**config.mk**
```make
export PLATFORM = sky130hd
export DESIGN_NAME = vga_timing_receiver
export DESIGN_NICKNAME = d
export VERILOG_FILES = /design/src/rtl/vga_timing_receiver.sv
export SDC_FILE = /design/constraint.sdc
export NUM_CORES = 1
export LEC_CHECK = 0
export CORE_UTILIZATION = 55
export CTS_CLUSTER_SIZE = 25
export DETAILED_ROUTE_END_ITERATION = 8
export GPL_TIMING_DRIVEN = 0
export HOLD_SLACK_MARGIN = 0.05
export PLACE_DENSITY = 0.88
export SLEW_MARGIN = 20
export SYNTH_ARGS = -nofsm -noshare
export SYNTH_HDL_FRONTEND = slang
export SYNTH_SLANG_ARGS = --single-unit
```
**constraint.sdc**
```tcl
create_clock -name Clk -period 11.77 [get_ports Clk]
set_input_delay 1.7655 -clock Clk [delete_from_list [all_inputs] [get_ports Clk]]
set_output_delay 1.7655 -clock Clk [all_outputs]
set_load 0.005 [all_outputs]
```
**src/rtl/vga_timing_receiver.sv**
```systemverilog
// VGA stream receiver: recovers pixel coordinates from Hsync/Vsync, measures line and frame
// geometry, and forwards coordinate-tagged active pixels once the timing has been verified.
module vga_timing_receiver #(
    parameter int H_START  = 144,
    parameter int H_ACTIVE = 640,
    parameter int V_START  = 35,
    parameter int V_ACTIVE = 480,
    parameter int H_TOL    = 2
) (
    input  logic        Clk,
    input  logic        Rst_n,
    input  logic        PixelEn,
    input  logic        Hsync,
    input  logic        Vsync,
    input  logic [7:0]  InR,
    input  logic [7:0]  InG,
    input  logic [7:0]  InB,
    output logic        PixelValid,
    output logic [9:0]  PosX,
    output logic [9:0]  PosY,
    output logic [7:0]  OutR,
    output logic [7:0]  OutG,
    output logic [7:0]  OutB,
    output logic        FrameStart,
    output logic [10:0] LineLen,
    output logic [10:0] FrameLines,
    output logic        Locked,
    output logic        TimingError
);

    typedef enum logic [1:0] {
        ST_SEARCH  = 2'd0,
        ST_MEASURE = 2'd1,
        ST_VERIFY  = 2'd2,
        ST_LOCKED  = 2'd3
    } state_t;

    localparam logic [10:0] CNT_MAX = 11'h7FF;
    localparam logic [10:0] H_FIRST = 11'(H_START);
    localparam logic [10:0] H_LAST  = 11'(H_START + H_ACTIVE - 1);
    localparam logic [10:0] V_FIRST = 11'(V_START);
    localparam logic [10:0] V_LAST  = 11'(V_START + V_ACTIVE - 1);
    localparam logic [9:0]  H_OFF   = 10'(H_START);
    localparam logic [9:0]  V_OFF   = 10'(V_START);
    localparam logic [11:0] TOL     = 12'(H_TOL);

    function automatic logic [10:0] sat_inc(input logic [10:0] v);
        return (v == CNT_MAX) ? CNT_MAX : v + 11'd1;
    endfunction

    function automatic logic [10:0] clamp11(input logic [11:0] v);
        return v[11] ? CNT_MAX : v[10:0];
    endfunction

    function automatic logic len_ok(input logic [11:0] len, input logic [10:0] ref_len);
        logic [11:0] r12;
        logic [11:0] diff;
        r12  = {1'b0, ref_len};
        diff = (len >= r12) ? (len - r12) : (r12 - len);
        return diff <= TOL;
    endfunction

    state_t      state_r, state_n;
    logic        hsync_prev_r, vsync_prev_r, vpend_r, vpend_n;
    logic [10:0] hcount_r, hcount_n, vcount_r, vcount_n;
    logic [10:0] line_len_r, frame_lines_r;
    logic        locked_r, timing_error_r, pixel_valid_r, frame_start_r;
    logic [9:0]  pos_x_r, pos_y_r;
    logic [7:0]  out_r_r, out_g_r, out_b_r;

    logic        hfall_s, vfall_s, boundary_s;
    logic        line_bad_s, frame_bad_s, sat_s, active_s, frame_start_s;
    logic        latch_len_s, latch_lines_s, error_s;
    logic [11:0] line_len_s, frame_cnt_s;
    logic [9:0]  pos_x_s, pos_y_s;

    assign line_len_s    = {1'b0, hcount_r} + 12'd1;
    assign frame_cnt_s   = {1'b0, vcount_r} + 12'd1;
    assign line_bad_s    = hfall_s & ~len_ok(line_len_s, line_len_r);
    assign frame_bad_s   = boundary_s & (frame_cnt_s != {1'b0, frame_lines_r});
    assign sat_s         = PixelEn & ((hcount_n == CNT_MAX) | (vcount_n == CNT_MAX));
    assign active_s      = PixelEn & (hcount_n >= H_FIRST) & (hcount_n <= H_LAST)
                         & (vcount_n >= V_FIRST) & (vcount_n <= V_LAST);
    assign pos_x_s       = hcount_n[9:0] - H_OFF;
    assign pos_y_s       = vcount_n[9:0] - V_OFF;
    assign frame_start_s = active_s & (pos_x_s == 10'd0) & (pos_y_s == 10'd0);

    // Sync edge detection and horizontal/vertical position counters
    always_comb begin
        hcount_n   = hcount_r;
        vcount_n   = vcount_r;
        vpend_n    = vpend_r;
        hfall_s    = 1'b0;
        vfall_s    = 1'b0;
        boundary_s = 1'b0;
        if (PixelEn) begin
            hfall_s    = hsync_prev_r & ~Hsync;
            vfall_s    = vsync_prev_r & ~Vsync;
            boundary_s = hfall_s & (vpend_r | vfall_s);
            if (hfall_s) begin
                hcount_n = 11'd0;
                if (boundary_s) begin
                    vcount_n = 11'd0;
                    vpend_n  = 1'b0;
                end else begin
                    vcount_n = sat_inc(vcount_r);
                end
            end else begin
                hcount_n = sat_inc(hcount_r);
                vpend_n  = vpend_r | vfall_s;
            end
        end else begin
            hcount_n = hcount_r;
        end
    end

    // Lock acquisition FSM: a frame is measured, then a whole frame must match it
    always_comb begin
        state_n       = state_r;
        latch_len_s   = 1'b0;
        latch_lines_s = 1'b0;
        error_s       = 1'b0;
        case (state_r)
            ST_SEARCH: begin
                if (boundary_s) begin
                    state_n = ST_MEASURE;
                end else begin
                    state_n = ST_SEARCH;
                end
            end
            ST_MEASURE: begin
                latch_len_s = hfall_s;
                if (boundary_s) begin
                    latch_lines_s = 1'b1;
                    state_n       = ST_VERIFY;
                end else begin
                    state_n = ST_MEASURE;
                end
            end
            ST_VERIFY: begin
                if (line_bad_s || frame_bad_s || sat_s) begin
                    state_n = ST_SEARCH;
                end else if (boundary_s) begin
                    state_n = ST_LOCKED;
                end else begin
                    state_n = ST_VERIFY;
                end
            end
            ST_LOCKED: begin
                if (line_bad_s || frame_bad_s || sat_s) begin
                    error_s = 1'b1;
                    state_n = ST_SEARCH;
                end else begin
                    state_n = ST_LOCKED;
                end
            end
            default: begin
                state_n = ST_SEARCH;
            end
        endcase
    end

    // Timing state, measurements and registered pixel outputs
    always_ff @(posedge Clk) begin
        if (!Rst_n) begin
            state_r        <= ST_SEARCH;
            hsync_prev_r   <= 1'b1;
            vsync_prev_r   <= 1'b1;
            vpend_r        <= 1'b0;
            hcount_r       <= 11'd0;
            vcount_r       <= 11'd0;
            line_len_r     <= 11'd0;
            frame_lines_r  <= 11'd0;
            locked_r       <= 1'b0;
            timing_error_r <= 1'b0;
            pixel_valid_r  <= 1'b0;
            frame_start_r  <= 1'b0;
            pos_x_r        <= 10'd0;
            pos_y_r        <= 10'd0;
            out_r_r        <= 8'd0;
            out_g_r        <= 8'd0;
            out_b_r        <= 8'd0;
        end else begin
            state_r        <= state_n;
            hcount_r       <= hcount_n;
            vcount_r       <= vcount_n;
            vpend_r        <= vpend_n;
            locked_r       <= (state_n == ST_LOCKED);
            timing_error_r <= error_s;
            pixel_valid_r  <= active_s & (state_n == ST_LOCKED);
            frame_start_r  <= frame_start_s & (state_n == ST_LOCKED);
            if (latch_len_s) begin
                line_len_r <= clamp11(line_len_s);
            end
            if (latch_lines_s) begin
                frame_lines_r <= clamp11(frame_cnt_s);
            end
            if (PixelEn) begin
                hsync_prev_r <= Hsync;
                vsync_prev_r <= Vsync;
                pos_x_r      <= pos_x_s;
                pos_y_r      <= pos_y_s;
                out_r_r      <= InR;
                out_g_r      <= InG;
                out_b_r      <= InB;
            end
        end
    end

    assign PixelValid  = pixel_valid_r;
    assign PosX        = pos_x_r;
    assign PosY        = pos_y_r;
    assign OutR        = out_r_r;
    assign OutG        = out_g_r;
    assign OutB        = out_b_r;
    assign FrameStart  = frame_start_r;
    assign LineLen     = line_len_r;
    assign FrameLines  = frame_lines_r;
    assign Locked      = locked_r;
    assign TimingError = timing_error_r;

endmodule
```
; ---- After elaboration in Yosys (flattened, before gate mapping)
; Cells that the tools add are included.
[classes]
reduce_logical = 7
mux = 24
n_lt_le_gt_ge = 6
add_sub_neg = 8
eq_ne = 10
bitwise_logic = 19
[op_table]
columns = op, n
row1 = 11-bit 2-to-1 mux, 9
row2 = "11-bit == test, second input constant", 4
row3 = "11-bit by 1-bit adder with 12-bit output, second input constant", 2
row4 = "11-bit by 1-bit adder with 11-bit output, second input constant", 2
row5 = "11-bit by 10-bit less-or-equal comparator with 1-bit output, second input constant", 2
row6 = 10-bit logical NOT, 2
row7 = 1-bit bitwise AND, 14
row8 = 12-bit by 11-bit >= comparator with 1-bit output, 1
row9 = "12-bit by 2-bit less-or-equal comparator with 1-bit output, second input constant", 1
row10 = 12-bit 2-to-1 mux, 1
row11 = 12-bit by 11-bit != test with 1-bit output, 1
row12 = 11-bit by 12-bit subtractor with 12-bit output, 1
row13 = 12-bit by 11-bit subtractor with 12-bit output, 1
row14 = "11-bit by 6-bit >= comparator with 1-bit output, second input constant", 1
row15 = "11-bit by 8-bit >= comparator with 1-bit output, second input constant", 1
row16 = 1-bit 2-to-1 mux, 10
row17 = "10-bit by 6-bit subtractor with 10-bit output, second input constant", 1
row18 = "10-bit by 8-bit subtractor with 10-bit output, second input constant", 1
row19 = 2-bit case mux with 4 select lines, 1
row20 = "2-bit == test, second input constant", 3
row21 = 2-bit 2-to-1 mux, 3
row22 = 2-bit AND reduction, 2
row23 = 1-bit NOT, 3
row24 = "2-bit by 1-bit == test with 1-bit output, second input constant", 1
row25 = 4 further kinds, 6
[totals]
register_bits = 97
inputBits = 29
output_inout_bits = 70
wordCells = 91

; ---- Logic depth before layout (Yosys ltp)
; Gate-level depths: netlist (run 1).
[depth]
word_depth = 15
ltp_mapped = 17
mapped_depth_nobuf = 15

; ---- Least setup slack after synthesis (run 1)
; No wires, ideal clock.
[synth_path]
kind = input-to-reg
from = input port PixelEn
to = register timing_error_r (netlist: TimingError)
path_stages = 13
arrival_ps = 3941
setup_ps = 116
n_path_buf = 2
slack_ps = 7713
required_time_ps = 11654
cell_sequence = clkbuf_1 nand2_1 clkbuf_1 a21oi_1 a21oi_1 inv_1 ha_1 o2111ai_1 nor4_1 a211oi_1 and2_0 a31oi_1 and4_1
[synth_between]
elab_chain_len = 6
word_cells_on_any_way = 13
classes_between = 2 x eq/ne / 5 x mux / 4 x bitwise / 2 x reduce/logical
[synth_rtl]
columns = element, line
row1 = "start, declared", 12  ; input logic PixelEn,
row2 = 11-bit 2-to-1 mux, 96  ; if (PixelEn) begin
row3 = net hcount_n[5], 65  ; logic [10:0] hcount_r, hcount_n, vcount_r, vcount_n;
row4 = 11-bit == test, 81  ; assign sat_s = PixelEn & ((hcount_n == CNT_MAX) | (vcount_n == CNT_MAX));
row5 = 1-bit bitwise OR, 81
row6 = 1-bit bitwise AND, 81
row7 = 1-bit logical OR, 150  ; if (line_bad_s || frame_bad_s || sat_s) begin
row8 = 1-bit 2-to-1 mux, 150
row9 = "end signal, assigned", 189  ; timing_error_r <= error_s;
row10 = "end, declared", 67  ; logic locked_r, timing_error_r, pixel_valid_r, frame_start_r;
; The timed path passes the listed nets, and every way through them passes these cells.
; A chain may end at the register's enable or synchronous reset.

; ---- Final worst setup path (run 1)
; Ends and elaborated chain as after synthesis.

==> results of run 1 <==
[report_power, final]
part           switching (mW)  total, mW  internal, mW
registers             0.00871      0.349         0.340
clock network           0.128      0.316         0.187
logic                  0.0725      0.142        0.0693
total                   0.210      0.806         0.597
[metrics by stage]
stage               hold WS [ps]  setup slack, ps
floorplan                    443             7710
global placement             454             6460
detailed placement           472             6450
CTS                          490             6810
global route                 498             6480
finish                       492             6730
[worst paths after layout]
check / startpoint / end / slack (ps) / cells past startpoint
setup / recovery: PixelEn / TimingError / 6730 / 14
hold / removal: vsync_prev_r / vsync_prev_r / 490 / 2
setup reg to reg: hcount_r[2] / TimingError / 7300 / 14
hold reg to reg: vsync_prev_r / vsync_prev_r / 490 / 2
[Yosys cell counts, drive strengths merged (8+ instances only)]
library cell  instances
dfxtp                97
nor2                 95
a21oi                60
o21ai                50
inv                  48
nand2                46
mux2i                36
clkbuf               33
ha                   32
xnor2                29
a31oi                19
nand3                19
and2                 16
nor3                 15
buf                  13
a211oi               11
nand4                10
xor2                 10
and3                  9
o211ai                8
[logic make-up after synthesis]
| family | Yosys count | share of synthesized area |
|---|---|---|
| AOI/OAI and AO/OA | 204 | 0.204 |
| xor gates and xnor gates | 44 | 0.0721 |
| adders and majority gates | 34 | 0.0697 |
| buffers and inverters | 95 | 0.0782 |
| DFF | 97 | 0.307 |
| muxes | 36 | 0.0571 |
| and+or+nand+nor | 258 | 0.211 |
[sequential cells by signal (all words and copies together), names as in the netlist, 2 cells and up]
signal      flops
FrameLines     11
LineLen        11
OutB            8
OutG            8
OutR            8
PosX           10
PosY           10
hcount_r       11
state_r         2
vcount_r       11
[worst max-delay path, stage by stage]
cell and delay, ps:
clkdlybuf4s50_1 450, clkbuf_1 290, nand2_1 340, clkbuf_1 410, a21oi_1 70, a21oi_1 560, inv_1 100, ha_1 200
o2111ai_1 70, nor4_1 110, a211oi_1 430, and2_0 190, a31oi_1 60, and4_1 240
[layer usage]
layer,track usage,wire (µm)
met5,0,0
met4,0.120,463
met3,0.0652,1650
met2,0.504,8070
met1,0.387,7650
[final cells by class]
type	count	area share
clock inverters	6	0.0116
clock buffers	10	0.0294
repair buffers	98	0.126
plain buffers	47	0.0403
multi-input cells	576	0.498
well taps	140	0.0225
flip-flops and latches	97	0.249
inverters	48	0.0231
==> flow_metrics.env, run 1 <==
export IMPL_final_util=0.706
export IMPL_layout_commonest_cell="clkdlybuf4s50_1"
export IMPL_cts_buffers=9
export IMPL_vdd_ir_drop_max_v=0.000107
export IMPL_fin_crit_ps=5040
export IMPL_cp_arrival_ps=5280
export IMPL_synthesis_nets=831
export IMPL_clock_latency_ps=340
export IMPL_die_w_um=109
export IMPL_detail_route_first_pass_iterations=6
export IMPL_final_cell_mix="98 x clkdlybuf4s50_1, 97 x dfxtp_1, 95 x nor2_1"
export IMPL_grt_first_pass_wirelength_um=28200
export IMPL_p_leak_nw=3.15
export IMPL_grt_pass1_vias=5777
export IMPL_finalNonFillerCells=1022
export IMPL_powerDensity_nw_per_um2=103
export IMPL_maxSlewViolCount=0
export IMPL_finalCritPeriodShare=0.429
export IMPL_regArea_um2=1940
export IMPL_critical_path_class="in -> reg"
export IMPL_cts_tree="built"
export IMPL_synth_edf_count=0
export IMPL_ys_warnings_count=0
export IMPL_timing_setup_tns_ps=0
export IMPL_synth_seq_cells=97
export IMPL_port_buffers=98
export IMPL_status="finished, final reports clean"
export IMPL_die_y_um=109
export IMPL_drc=0
export IMPL_finalPower_uw=806
export IMPL_slew_headroom=0.425
export IMPL_design_area_um2=7790
export IMPL_grt_setup_unrepaired="no"
export IMPL_synth_area_leaders="dfxtp_1 31%, ha_1 6.3%, mux2i_1 5.7%, nor2_1 5.6%, a21oi_1 4.8%"
export IMPL_gr_total_overflow=0
export IMPL_finalSetupViolCount=0
export IMPL_synth_top_area_share=0.307
export IMPL_syn_inst=768
export IMPL_critical_path_peak_fanout=10
export IMPL_synth_largest_area_cell="dfxtp_1"
export IMPL_htreeDepth=3
export IMPL_drive_gt1_frac=0.0669
export IMPL_vias=6221
export IMPL_worst_slew_pin_slew_ps=855
export IMPL_cts_resized_gates=0
export IMPL_fillers=865
export IMPL_skew_ps=6.13
export IMPL_critPathLaunchType="input port"
export IMPL_dp_hpwl_um=13300
export IMPL_clk_pin_slew_ps=70
export IMPL_timing_fmax_mhz=198
export IMPL_synth_yosys_seq_area_share=0.307
export IMPL_dr_first_iter_drc_count=603
export IMPL_yosysUniqueCellTypes=85
export IMPL_cp_end_kind="register"
export IMPL_globalplace_congestion=0.917
export IMPL_wl_um=17800
export IMPL_antenna_found_initial=0
export IMPL_hp_class="reg -> reg"
export IMPL_clock_root_buffer="clkbuf_16"
export IMPL_ioPinCount=99
export IMPL_dpl_cell_area_um2=7470
export IMPL_fp_coreArea_um2=11000
export IMPL_clk_path_buf_depth=2
export IMPL_critical_path_required_ps=12010
export IMPL_cap_violations=0
export IMPL_cts_setup_buffers=0
export IMPL_multiInputGateArea_um2=3880
export IMPL_start_util=0.573
export IMPL_via_per_inst=6.09
export IMPL_wl_per_cell_um=17.4
export IMPL_holdBufCountCts=0
export IMPL_grt_max_degree=17
export IMPL_postRouteAntennaNets=0
export IMPL_grt_total_usage=0.305
export IMPL_diodes=0
export IMPL_cts_sinks=97
export IMPL_area_delta_synth_final_pct=23.4
export IMPL_core_rowCount=38
export IMPL_die_area_um2=11900
export IMPL_mappedNetlistArea_um2=6320
export IMPL_final_hold_viol_count=0
export IMPL_dpl_cell_count=1006
export IMPL_syn_area_per_cell_um2=8.22
export IMPL_final_net_count=940
export IMPL_synthArstFlopShare=0
export IMPL_ys_flop_type="dfxtp_1"
(Power assumes the default switching activity.)
==> run 2, diff against run 1 <==
clock period = 4.9 ns   (was 11.77 ns; I/O delays follow)
==> results of run 2 <==
The final DEF is identical to that of run 1. Status: finished, final reports clean.
Main changes from that run: setup slack after placement 6450 ps -> 469 ps; setup slack after layout 6730 ps -> 426 ps; start point of the critical path PixelEn -> hcount_r[2]; register-to-register setup slack 7300 ps -> 430 ps; total power 0.806 mW -> 1.94 mW; worst IR drop on VDD 0.000107 V -> 0.000258 V
==> run 3, diff against run 2 <==
CAP_MARGIN = 15   (was not set)
SKIP_CTS_REPAIR_TIMING = 1   (was not set)
==> results of run 3 <==
The final DEF is identical to that of run 1. Status: finished, final reports clean.
Main changes from that run: setup slack after placement 6450 ps -> 469 ps; setup slack after layout 6730 ps -> 426 ps; start point of the critical path PixelEn -> hcount_r[2]; register-to-register setup slack 7300 ps -> 430 ps; total power 0.806 mW -> 1.94 mW; worst IR drop on VDD 0.000107 V -> 0.000258 V
